<file path="src/rtl/bram_fifo_ctrl.sv">
// bram_fifo_ctrl: 32-bit valid/ready FIFO built on a synchronous-read BlockRAM,
// with a prefetch buffer that hides the RAM read latency (RD_LATENCY = 1 or 2).
`default_nettype none

module bram_fifo_ctrl #(
   parameter int ADDR_W     = 8,
   parameter int DATA_W     = 32,
   parameter int RD_LATENCY = 1,
   parameter int AFULL_TH   = 240
) (
   input  logic                clk,
   input  logic                resetn,
   input  logic                flush,
   input  logic                push_valid,
   output logic                push_ready,
   input  logic [DATA_W-1:0]   push_data,
   output logic                pop_valid,
   input  logic                pop_ready,
   output logic [DATA_W-1:0]   pop_data,
   output logic                ram_wr_en,
   output logic [ADDR_W-1:0]   ram_wr_addr,
   output logic [DATA_W-1:0]   ram_wr_data,
   output logic [ADDR_W-1:0]   ram_rd_addr,
   input  logic [DATA_W-1:0]   ram_rd_data,
   output logic [ADDR_W+1:0]   level,
   output logic                almost_full,
   output logic                empty
);

   localparam int OBUF_DEPTH = RD_LATENCY + 1;
   localparam int IDX_W      = $clog2(OBUF_DEPTH);
   localparam int LVL_W      = ADDR_W + 2;
   localparam logic [ADDR_W:0] RAM_DEPTH = {1'b1, {ADDR_W{1'b0}}};
   localparam logic [ADDR_W:0] AFULL_LVL = (ADDR_W+1)'(AFULL_TH);

   logic [ADDR_W-1:0]     wr_ptr;
   logic [ADDR_W-1:0]     rd_ptr;
   logic [ADDR_W:0]       ram_level;
   logic [RD_LATENCY-1:0] tags;
   logic [DATA_W-1:0]     obuf [OBUF_DEPTH];
   logic [IDX_W-1:0]      obuf_head;
   logic [IDX_W-1:0]      obuf_tail;
   logic [1:0]            obuf_cnt;
   logic [1:0]            inflight_cnt;
   logic [2:0]            reserved;
   logic                  push_fire;
   logic                  pop_fire;
   logic                  issue;
   logic                  ret;

   function automatic logic [IDX_W-1:0] next_idx(input logic [IDX_W-1:0] i);
      return (i == IDX_W'(OBUF_DEPTH - 1)) ? '0 : i + 1'b1;
   endfunction

   always_comb begin
      inflight_cnt = '0;
      for (int i = 0; i < RD_LATENCY; i++)
         inflight_cnt = inflight_cnt + {1'b0, tags[i]};
   end

   assign ret        = tags[RD_LATENCY-1];
   assign push_ready = ram_level < RAM_DEPTH;
   // Gated by resetn so the RAM sees no write strobe while reset is held.
   assign push_fire  = resetn && push_valid && push_ready && !flush;
   assign pop_valid  = obuf_cnt != 2'd0;
   assign pop_data   = obuf[obuf_head];
   assign pop_fire   = pop_valid && pop_ready;

   // A slot freed by this cycle's pop may be reserved again at once; this keeps
   // one word per cycle in steady state without ever overrunning the buffer.
   assign reserved = {1'b0, inflight_cnt} + {1'b0, obuf_cnt} - {2'b00, pop_fire};
   assign issue    = !flush && (ram_level != '0) && (reserved < 3'(OBUF_DEPTH));

   assign ram_wr_en   = push_fire;
   assign ram_wr_addr = wr_ptr;
   assign ram_wr_data = push_fire ? push_data : '0;
   assign ram_rd_addr = rd_ptr;

   assign level       = LVL_W'(ram_level) + LVL_W'(inflight_cnt) + LVL_W'(obuf_cnt);
   assign almost_full = ram_level >= AFULL_LVL;
   assign empty       = level == '0;

   always_ff @(posedge clk or negedge resetn) begin
      if (!resetn) begin
         wr_ptr    <= '0;
         rd_ptr    <= '0;
         ram_level <= '0;
         tags      <= '0;
         obuf_head <= '0;
         obuf_tail <= '0;
         obuf_cnt  <= '0;
         for (int i = 0; i < OBUF_DEPTH; i++)
            obuf[i] <= '0;
      end else if (flush) begin
         wr_ptr    <= '0;
         rd_ptr    <= '0;
         ram_level <= '0;
         tags      <= '0;
         obuf_head <= '0;
         obuf_tail <= '0;
         obuf_cnt  <= '0;
      end else begin
         if (push_fire)
            wr_ptr <= wr_ptr + 1'b1;
         if (issue)
            rd_ptr <= rd_ptr + 1'b1;
         ram_level <= ram_level + (ADDR_W+1)'(push_fire) - (ADDR_W+1)'(issue);

         tags[0] <= issue;
         for (int i = 1; i < RD_LATENCY; i++)
            tags[i] <= tags[i-1];

         if (ret) begin
            obuf[obuf_tail] <= ram_rd_data;
            obuf_tail       <= next_idx(obuf_tail);
         end
         if (pop_fire)
            obuf_head <= next_idx(obuf_head);
         obuf_cnt <= obuf_cnt + 2'(ret) - 2'(pop_fire);
      end
   end

endmodule

`default_nettype wire

</file>
<file path="config.mk">
export PLATFORM = sky130hd
export DESIGN_NAME = bram_fifo_ctrl
export DESIGN_NICKNAME = d
export VERILOG_FILES = /design/src/rtl/bram_fifo_ctrl.sv
export SDC_FILE = /design/constraint.sdc
export NUM_CORES = 1
export LEC_CHECK = 0
export BUFFER_PORTS_ARGS = -buffer_cell sky130_fd_sc_hd__buf_2
export CAP_MARGIN = 20
export CELL_PAD_IN_SITES_DETAIL_PLACEMENT = 0
export CELL_PAD_IN_SITES_GLOBAL_PLACEMENT = 1
export CORE_UTILIZATION = 25
export DETAILED_ROUTE_END_ITERATION = 8
export GPL_TIMING_DRIVEN = 0
export PLACE_DENSITY_LB_ADDON = 0.15
export SLEW_MARGIN = 20
export SYNTH_ARGS = -nofsm -noshare
export SYNTH_HDL_FRONTEND = slang
export SYNTH_SLANG_ARGS = --single-unit
</file>
<file path="constraint.sdc">
create_clock -name clk -period 4 [get_ports clk]
set_clock_uncertainty 0.1 [all_clocks]
set_input_delay 0.6 -clock clk [delete_from_list [all_inputs] [get_ports clk]]
set_output_delay 0.6 -clock clk [all_outputs]
set_load 0.01 [all_outputs]
</file>
==> impl_results.md, run 1 <==
- Critical path peak fanout: 4
- Via Count: between 4,000 and 5,000
- WS Path Type: reg -> reg
- Count of pins over their slew limit: 0
- Final hold vios: 0
- R2R depth: 15
- Finished Layout Cells: between 800 and 900
- Initial antenna violation count: 0
- Post-synth ARST share: 100%
- R2R Path Start: obuf_cnt[1]$_DFF_PN0_
- DRT antenna net count: 0
- MaxCap Viol Count: 0
- CTS Buf Count: 9
- Setup violators final: 0
- N_diodes: 0
- Clk root buf: clkbuf_16
- Post-DP HPWL: 10,400 um
- Family with the most delay on the worst path: simple AND/OR/NAND/NOR gates
- Status: finished clean
- Distinct cells, synth: 45
- Area Overhead vs Synth: 32.4%
- Power Density: 747 nW/um^2
- Final Hold Slack: approximately 0.06 ns
- Clock slew at reported path FFs: 0.08 ns
- # rows: 52
- WP depth: 15
- Slew HR: 48.7%
- First-pass GRT wire length: 22,500 um
- Peak VDD IR: 282 uV
- Post-synth EDFFs: 0
- Final Instance Area: 6800 sq um
- Synth Flop Type: dfrtp_1
- Logic pwr share: 49.7%
- Synthesized cell area: 5140 sq um
- Worst-skew pair later-pin latency: ~0.35 ns
- Wirelength, routed: between 10,000 and 15,000 um
- H-tree Lvls: 3
- Vias in the first global route: 4,289
- Placed cells: between 800 and 900
- Setup_tns: 0 ns
- Syn Nets: 539
- Share of the synthesized area in the top cell type: 45.8%
- Avg Synthesized Cell Area: 11.6 sq um
- Pre-Repair DR Iteration Count: 5
- Via density per instance: 4.50
- Area leader, netlist: dfrtp_1
- Clock buffer depth: 2
- GR Overflow Total: 0
- LEAKAGE: 3.36 nW
- Period minus WS final: roughly 4 ns
- Die height: 145 um
- CTS tree: built
- Maximum number of pins on one net before global-route repair: 57
- WP data arrival: 4.16 ns
- CP endpoint kind: register
- WP data required: 4.19 ns
- CTS Hold Bufs: 0
- Largest cells by area after synthesis: dfrtp_1 (46%), mux2_2 (21%), ha_1 (5.8%)
- Clock share of power: 18.4%
- Gpl congestion: 0.768
- Switching power: 1.86 mW
- I/O Buffers: about 160
- Maximum clock frequency: 252 MHz
- Placeable core area: 20,200 sq um
- WL per Instance: 15.4 um
- Int Pwr: approximately 3.2 mW
- R2R Setup Slk: roughly 0.036 ns
- Synth Register Bits: 94
- Worst Max-Slew Pin Slew: about 0.76 ns
- Ys Warns: 0
- RSZ-0062 raised after global routing: true
- WP buf/inv: 2
- Die X: between 100 and 150 um
- Critical path cell sequence: or2_4 -> and2_4 -> ha_4 -> inv_4 -> ha_4 -> inv_2 -> fa_2 -> nand2b_1 -> a211o_1 -> or2_4 -> fa_2 -> nor2b_4 -> o311a_4 -> or4_4 -> nand3_2
- Critical Path Start: obuf_cnt[1]$_DFF_PN0_
- Critical Path Start Type: register
- Residual DRC count: 0
- Sequential area share after synthesis: 45.8%
- Worst Hold Class: in -> async
- Final nets: a little over 700
- Layout cells sized above 1: 49.0%
- Final core utilization: between 30% and 40%
- # IOs: 164
- DIE AREA: 21,100 sq um
- Flop pwr share: 31.8%
- Synth Instances: 442
- Fin crit share: 99.1%
- Initial core utilization: 25.5%
- DP Area: ~6400 sq um
- All-Layer GR Usage: 13.5%
- FF-to-FF End: ram_level[6]$_DFF_PN0_
- Violation count after the first detailed-routing iteration: 127
- CP peak stage delay: 0.53 ns
- CTS Sinks: 94
- Sw Share: 36.6%
- Critical Path End: ram_level[6]$_DFF_PN0_
- Crit-path slowest cell: fa_2
## layout make-up
class / count / area [sq um]
Timing Repair Buffer: 172 / 910
Buffer: 21 / 82.6
Multi-Input combinational cell: 310 / 2740
Fill cell: 2122 / 13400
Sequential cell: 94 / 2350
Tap cell: 270 / 338
Inverter: 15 / 58.8
Clock buffer: 9 / 225
Clock inverter: 6 / 93.8
## layer usage
metal  up-vias  global-route usage [%]  wire [um]
met2        98                    23.4       6960
met3        10                    3.42        589
met1      1991                    16.8       6160
met5         -                       0          0
li1       1939                       -          -
met4         0                    2.84        104
## synth_stat cells, types with 6 or more instances
cell type / n
a21oi_1: 6
and3_1: 32
clkbuf_1: 14
dfrtp_1: 94
ha_1: 24
inv_1: 15
mux2_2: 97
mux2i_1: 6
nand2_1: 11
nand3_1: 13
nand4_1: 6
nor2_1: 20
nor2b_1: 8
nor3_1: 11
xnor2_1: 13
xor2_1: 7
## what timing repair did
item,4_1_cts,5_1_grt
gates resized for setup,4,8
setup endpoints to repair,5,4
pin swaps,1,11
setup buffers,3,5
## registers in the layout, indices dropped and copies added (netlist names)
| signal | count |
|---|---|
| ram_wr_addr | 8 |
| obuf_tail | 1 |
| ret | 1 |
| obuf | 64 |
| ram_rd_addr | 8 |
| ram_level | 9 |
| obuf_head | 1 |
| obuf_cnt | 2 |
## cell families after synthesis
kind of cell             synth area share, %
buffers and inverters                   2.90
adder cells (fa/ha/maj)                 7.40
AO/OA/AOI/OAI                           4.48
AND/OR/NAND/NOR                         13.6
flip-flops                              45.8
multiplexers                            22.4
XOR/XNOR                                3.41
## worst min path at each step
stage	from	endpoint	slack [ns]
detailed placement	obuf[22]$_DFFE_PN0P_	obuf[22]$_DFFE_PN0P_	0.39
floorplan	resetn	obuf[0]$_DFFE_PN0P_	0.20
finish	resetn	obuf[41]$_DFFE_PN0P_	0.06
global route	resetn	obuf[41]$_DFFE_PN0P_	0.07
global placement	obuf[31]$_DFFE_PN0P_	obuf[31]$_DFFE_PN0P_	0.38
CTS	resetn	obuf[41]$_DFFE_PN0P_	0.06
## placed cells by master, fill, tap and decap left out, types with 7 or more instances in the layout
cell type | synthesis | layout
buf_2 | 5 | 165
mux2_2 | 97 | 96
dfrtp_1 | 94 | 92
and3_1 | 32 | 32
ha_1 | 24 | 21
nor2_1 | 20 | 20
clkbuf_1 | 14 | 14
inv_1 | 15 | 13
xnor2_1 | 13 | 13
nand3_1 | 13 | 12
nor3_1 | 11 | 11
nand2_1 | 11 | 11
clkbuf_16 | 0 | 9
buf_4 | 0 | 8
nor2b_1 | 8 | 7
xor2_1 | 7 | 7
## worst register-to-register path, stage by stage (launching register included)
cell,delay [ns]
dfrtp_2,0.40
or2_4,0.25
and2_4,0.17
ha_4,0.24
inv_4,0.05
ha_4,0.11
inv_2,0.03
fa_2,0.53
nand2b_1,0.09
a211o_1,0.30
or2_4,0.26
fa_2,0.36
nor2b_4,0.14
o311a_4,0.39
or4_4,0.43
nand3_2,0.08
## stage by stage
step,worst slack [ns],total power [mW]
floorplan,-0.0860,3.27
global placement,-0.723,4.00
detailed placement,-0.380,4.06
CTS,0.00391,5.08
global route,-0.0819,5.49
finish,0.0361,5.08
## power by group through the flow
stage / registers (mW) / clock network [mW] / logic (mW)
after floorplan: 1.57 / 0 / 1.71
after global placement: 1.62 / 0 / 2.38
after detailed placement: 1.65 / 0 / 2.41
after CTS: 1.62 / 0.979 / 2.48
after global routing: 1.68 / 1.02 / 2.79
final: 1.62 / 0.937 / 2.53
Power figures use the tool's default switching activity.
==> inputs of run 2 (changes only) <==
--- a/config.mk
+++ b/config.mk
@@ -5,14 +5,16 @@
 export SDC_FILE = /design/constraint.sdc
 export NUM_CORES = 1
 export LEC_CHECK = 0
+export ABC_AREA = 0
 export BUFFER_PORTS_ARGS = -buffer_cell sky130_fd_sc_hd__buf_2
 export CAP_MARGIN = 20
 export CELL_PAD_IN_SITES_DETAIL_PLACEMENT = 0
 export CELL_PAD_IN_SITES_GLOBAL_PLACEMENT = 1
+export CORE_MARGIN = 8
 export CORE_UTILIZATION = 25
 export DETAILED_ROUTE_END_ITERATION = 8
 export GPL_TIMING_DRIVEN = 0
-export PLACE_DENSITY_LB_ADDON = 0.15
+export PLACE_DENSITY_LB_ADDON = 0.1
 export SLEW_MARGIN = 20
 export SYNTH_ARGS = -nofsm -noshare
 export SYNTH_HDL_FRONTEND = slang
==> impl_results.md, run 2 (same netlist as run 1, synthesis figures left out) <==
- R2R Path Start: obuf_cnt[1]$_DFF_PN0_
- CTS tree: built
- M1 WL: 6650 um (+7.9%)
- CP peak stage delay: 0.53 ns (about the same)
- Switching power: 1.86 mW (-0.42%)
- Setup_tns: 0 ns (unchanged)
- Via Count: 4,081 (+1.1%)
- RSZ-0062 raised after global routing: true
- First-pass GRT wire length: 24,600 um (+9.4%)
- H-tree Lvls: 3 (unchanged)
- Pwr Total: 4.96 mW (-2.4%)
- MaxCap Viol Count: 0 (unchanged)
- Placeable core area: 20,200 sq um (+0.32%)
- Setup violators final: 0 (unchanged)
- Finished Layout Cells: 896 (-0.11%)
- Die X: 159 um (+9.6%)
- Via density per instance: 4.55 (+1.2%)
- Met3 wire length: 843 um (+43%)
- LEAKAGE: 3.33 nW (-0.79%)
- Int Pwr: 3.11 mW (-3.6%)
- Sw Share: 37.4% (+0.75 points)
- Max Used Layer: met4
- Critical path peak fanout: 4 (unchanged)
- Critical path cell sequence: or2_4 -> and2_4 -> ha_4 -> inv_2 -> ha_4 -> inv_2 -> fa_2 -> nand2b_1 -> a211o_1 -> or2_4 -> fa_2 -> nor2b_4 -> o311a_4 -> or4_4 -> nand3_2
- Gpl congestion: 0.728 (-5.3%)
- Die height: 159 um (+9.6%)
- WS Path Type: reg -> reg
- Min setup slack post-route: 0.0898 ns (+0.0537 ns)
- Area Overhead vs Synth: 31.2%
- R2R depth: 15 (unchanged)
- Placed cells: 876 (unchanged)
- Worst-skew pair later-pin latency: 0.35 ns (about the same)
- Status: finished clean
- Logic pwr share: 50.1% (+0.4 points)
- Clk root buf: clkbuf_16
- Clock buffer depth: 2 (unchanged)
- Final Instance Area: 6740 sq um (-0.90%)
- Most frequent cells in the layout: buf_2 (165), mux2_2 (96), dfrtp_1 (92)
- Power Density: 736 nW/um^2 (-1.5%)
- Initial antenna violation count: 0 (unchanged)
- Worst Max-Slew Pin Slew: 0.705 ns (-0.0593 ns)
- WL per Instance: 16.7 um (+8.4%)
- CTS Sinks: 94 (unchanged)
- Final nets: 718 (-0.28%)
- Crit-path slowest cell: fa_2
- Met2 routed WL: 7230 um (+3.9%)
- I/O Buffers: 163 (unchanged)
- Final Hold Slack: 0.0601 ns (-0.00120 ns)
- CTS Buf Count: 9 (unchanged)
- DP Area: 6390 sq um (unchanged)
- R2R Setup Slk: 0.09 ns (+0.05 ns)
- Most common cell after layout, fill and taps aside: buf_2
- Worst Hold Class: in -> async
- N_diodes: 0 (unchanged)
- Fin crit share: 97.8% (-1.3 points)
- DP Worst Slack: -0.373 ns (+0.00720 ns)
- Wirelength, routed: 15,000 um (+8.3%)
- # rows: 52 (unchanged)
- Period minus WS final: 3.91 ns (-0.0537 ns)
- Flop pwr share: 32.8% (+1.0 points)
- CP endpoint kind: register
- Final core utilization: 33.3% (-0.41 points)
- Peak VDD IR: 186 uV (-34%)
- Slew HR: 52.6% (+4.0 points)
- DIE AREA: 25,400 sq um (+20%)
- Critical Path Start Type: register
- Layout cells sized above 1: 48.6% (-0.40 points)
- Maximum clock frequency: 256 MHz (+1.4%)
- WP data arrival: 4.10 ns (-0.06 ns)
- Reg with most FFs: obuf
- Top Registers: obuf x64, ram_level x9
- Pre-Repair DR Iteration Count: 4 (-1)
- WP data required: 4.19 ns (about the same)
- Post-DP HPWL: 11,400 um (+10%)
- All-Layer GR Usage: 12.1% (-1.4 points)
- Count of pins over their slew limit: 0 (unchanged)
- Clock slew at reported path FFs: 0.07 ns (about the same)
- Vias in the first global route: 4,553 (+6.2%)
- Max FFs per register: 64 (unchanged)
- DRT antenna net count: 0 (unchanged)
- Residual DRC count: 0 (unchanged)
- Violation count after the first detailed-routing iteration: 179 (+41%)
- FF-to-FF End: ram_level[6]$_DFF_PN0_
- Initial core utilization: 25.4% (-0.082 points)
- Maximum number of pins on one net before global-route repair: 56 (-1.8%)
- Clock share of power: 17.2% (-1.2 points)
- Final hold vios: 0 (unchanged)
- GR Overflow Total: 0 (unchanged)
- # IOs: 164 (unchanged)
[run 2: layer usage]
metal	track usage, %	vias to the layer above
met5	0	-
li1	-	1938
met1	14.6	1998
met3	3.18	13
met4	4.63	0
met2	20.2	132
[run 2: cell type report]
| cell class | count | area, sq um |
|---|---|---|
| fillers | 2105 | 13500 |
| multi-input cells | 310 | 2720 |
| flip-flops and latches | 94 | 2350 |
| repair buffers | 170 | 895 |
| well taps | 270 | 338 |
| clock buffers | 11 | 253 |
| plain buffers | 21 | 82.6 |
| inverters | 15 | 56.3 |
| clock inverters | 5 | 41.3 |
[run 2: how the worst max path moves through the flow]
| stage | from | end | slack [ns] | cells past startpoint |
|---|---|---|---|---|
| floorplan | obuf_cnt[0]$_DFF_PN0_ | ram_level[8]$_DFF_PN0_ | -0.09 | 17 |
| global placement | resetn | ram_level[8]$_DFF_PN0_ | -0.79 | 9 |
| detailed placement | pop_ready | ram_level[8]$_DFF_PN0_ | -0.37 | 19 |
| CTS | obuf_cnt[0]$_DFF_PN0_ | ram_level[6]$_DFF_PN0_ | 0.003 | 16 |
| global route | obuf_cnt[1]$_DFF_PN0_ | ram_level[6]$_DFF_PN0_ | -0.05 | 17 |
| finish | obuf_cnt[1]$_DFF_PN0_ | ram_level[6]$_DFF_PN0_ | 0.09 | 15 |
[run 2: what timing repair did]
action / 4_1_cts / 5_1_grt
endpoints found under the setup margin: 5 / 4
pin swaps: 6 / 5
hold buffers: 0 / 0
gates cloned: 0 / 0
setup buffers: 5 / 1
resized for setup: 6 / 1
[run 2: power by group through the flow]
stage / Clock, mW / Combinational [mW] / Sequential (mW)
floorplan: 0 / 1.71 / 1.57
global placement: 0 / 2.41 / 1.63
detailed placement: 0 / 2.43 / 1.66
CTS: 0.894 / 2.54 / 1.63
global route: 0.922 / 2.78 / 1.69
finish: 0.852 / 2.48 / 1.63
[run 2: worst max-delay path: cells and delay by family (launching register included)]
family	cells	cell delay, ns
AND/OR/NAND/NOR	7	1.40
adder cells (fa/ha/maj)	4	1.21
AO/OA/AOI/OAI	2	0.64
flip-flops	1	0.40
buffers and inverters	2	0.09
==> inputs of run 3 (changes only) <==
--- a/config.mk
+++ b/config.mk
@@ -14,6 +14,7 @@
 export CORE_UTILIZATION = 25
 export DETAILED_ROUTE_END_ITERATION = 8
 export GPL_TIMING_DRIVEN = 0
+export MAX_ROUTING_LAYER = met4
 export PLACE_DENSITY_LB_ADDON = 0.1
 export SLEW_MARGIN = 20
 export SYNTH_ARGS = -nofsm -noshare
==> impl_results.md, run 3 (same netlist as run 1, synthesis figures left out) <==
- Setup_tns: 0 ns (unchanged)
- H-tree Lvls: 3 (unchanged)
- GR Overflow Total: 0 (unchanged)
- Via density per instance: 4.57 (+0.29%)
- Worst Hold Class: in -> async
- N_diodes: 0 (unchanged)
- I/O Buffers: 163 (unchanged)
- CP endpoint kind: register
- Logic pwr share: 50.1% (about the same)
- Min setup slack post-route: 0.0917 ns (+0.00186 ns)
- CTS Sinks: 94 (unchanged)
- CTS Buf Count: 9 (unchanged)
- Status: finished clean
- Fill count: 2,105 (unchanged)
- MaxCap Viol Count: 0 (unchanged)
- Switching power: 1.86 mW (+0.21%)
- Die X: 159 um (unchanged)
- Die height: 159 um (unchanged)
- Flop pwr share: 32.7% (about the same)
- Critical Path Start Type: register
- CTS tree: built
- RSZ-0062 raised after global routing: true
- Gpl congestion: 0.737 (+1.2%)
- # IOs: 164 (unchanged)
- WP data arrival: 4.10 ns (about the same)
- Peak VDD IR: 187 uV (+0.28%)
- Initial core utilization: 25.4% (unchanged)
- Power Density: 737 nW/um^2 (about the same)
- Layout cells sized above 1: 48.6% (unchanged)
- Initial antenna violation count: 0 (unchanged)
- Clk root buf: clkbuf_16
- Pre-Repair DR Iteration Count: 4 (unchanged)
- Placeable core area: 20,200 sq um (unchanged)
- Top Registers: obuf x64, ram_level x9
- Maximum number of pins on one net before global-route repair: 56 (unchanged)
- DIE AREA: 25,400 sq um (unchanged)
- Max FFs per register: 64 (unchanged)
- LEAKAGE: 3.33 nW (unchanged)
- Worst-skew pair later-pin latency: 0.35 ns (about the same)
- Final hold vios: 0 (unchanged)
- WP data required: 4.19 ns (about the same)
- DP Worst Slack: -0.373 ns (unchanged)
- Sw Share: 37.4% (+0.048 points)
- First-pass GRT wire length: 24,600 um (about the same)
- Count of pins over their slew limit: 0 (unchanged)
- Via Count: 4,093 (+0.29%)
- Wirelength, routed: 15,000 um (+0.29%)
- Final nets: 718 (unchanged)
- WS Path Type: reg -> reg
- Fin crit share: 97.7% (about the same)
- Clock share of power: 17.2% (about the same)
- Setup violators final: 0 (unchanged)
- Slew HR: 52.7% (+0.060 points)
- Most frequent cells in the layout: buf_2 (165), mux2_2 (96), dfrtp_1 (92)
- Area Overhead vs Synth: 31.2% (unchanged)
- Most common cell after layout, fill and taps aside: buf_2
- DRT antenna net count: 0 (unchanged)
- Post-DP HPWL: 11,400 um (unchanged)
- Period minus WS final: 3.91 ns (-0.00186 ns)
- Reg with most FFs: obuf
- Final Hold Slack: 0.0662 ns (+0.00608 ns)
- Clock slew at reported path FFs: 0.07 ns (about the same)
- Worst Max-Slew Pin Slew: 0.704 ns (-0.000896 ns)
- Violation count after the first detailed-routing iteration: 162 (-9.5%)
- All-Layer GR Usage: 12.4% (+0.35 points)
- Clock buffer depth: 2 (unchanged)
- Residual DRC count: 0 (unchanged)
- Int Pwr: 3.11 mW (about the same)
- WL per Instance: 16.7 um (+0.29%)
- # rows: 52 (unchanged)
- Critical path peak fanout: 4 (unchanged)
- Maximum clock frequency: 256 MHz (about the same)
- Vias in the first global route: 4,553 (unchanged)
-- run 3: cell counts in the layout (fill, tap and decap cells not counted) --
Identical to the previous run, type by type.
-- run 3: cell type report --
class | instances | area, sq um | share of cell area, %
Buffer | 21 | 82.6 | 1.22
Tap cell | 270 | 338 | 5.01
Timing Repair Buffer | 170 | 895 | 13.3
Multi-Input combinational cell | 310 | 2720 | 40.4
Clock inverter | 5 | 41.3 | 0.612
Sequential cell | 94 | 2350 | 34.9
Inverter | 15 | 56.3 | 0.835
Clock buffer | 11 | 253 | 3.75
-- run 3: final timing paths --
path	start	end	slack, ns	cells past startpoint
hold reg to reg	obuf[47]$_DFFE_PN0P_	obuf[47]$_DFFE_PN0P_	0.40	1
setup / recovery	obuf_cnt[1]$_DFF_PN0_	ram_level[6]$_DFF_PN0_	0.09	15
max in group asynchronous	resetn	ram_wr_addr[2]$_DFFE_PN0P_	3.10	2
setup reg to reg	obuf_cnt[1]$_DFF_PN0_	ram_level[6]$_DFF_PN0_	0.09	15
min in group clk	ram_rd_data[25]	obuf[25]$_DFFE_PN0P_	0.39	2
hold / removal	resetn	obuf[38]$_DFFE_PN0P_	0.07	1
-- run 3: power groups by stage --
stage / registers (mW) / logic (mW) / clock network (mW)
2_1_floorplan: 1.57 / 1.71 / 0
3_3_place_gp: 1.63 / 2.41 / 0
3_5_place_dp: 1.66 / 2.43 / 0
4_1_cts: 1.63 / 2.54 / 0.894
5_1_grt: 1.69 / 2.78 / 0.922
6_report: 1.63 / 2.49 / 0.854
-- run 3: metrics by stage --
| stage | utilization, % | cells | power [mW] | instance area (sq um) |
|---|---|---|---|---|
| 3_5_place_dp | 31.6 | 876 | 4.10 | 6390 |
| 4_1_cts | 33.3 | 896 | 5.06 | 6740 |
| 2_1_floorplan | - | 442 | 3.27 | 5200 |
| 3_3_place_gp | 31.4 | 875 | 4.04 | 6350 |
| 6_report | 33.3 | 896 | 4.97 | 6740 |
| 5_1_grt | 33.3 | 896 | 5.39 | 6740 |
-- run 3: what timing repair did --
item / in CTS / in global routing
pin swaps: 6 / 5
resized for setup: 6 / 1
buffers inserted: 5 / 1
endpoints found under the setup margin: 5 / 4
hold buffers: 0 / 0
-- run 3: per-layer routing --
| metal | routed length, um | GRT usage [%] | vias to the layer above |
|---|---|---|---|
| li1 | - | - | 1938 |
| met1 | 6800 | 15.0 | 2012 |
| met2 | 7310 | 20.3 | 130 |
| met3 | 670 | 2.51 | 13 |
| met4 | 229 | 4.63 | 0 |
| met5 | 0 | - | - |
-- run 3: worst max-delay path, cell delays in order, from the launching register on --
cell      delay, ns
dfrtp_2        0.40
or2_4          0.25
and2_4         0.15
ha_4           0.21
inv_2          0.06
ha_4           0.11
inv_2          0.03
fa_2           0.53
nand2b_1       0.07
a211o_1        0.26
or2_4          0.28
fa_2           0.36
nor2b_4        0.14
o311a_4        0.38
or4_4          0.42
nand3_2        0.09
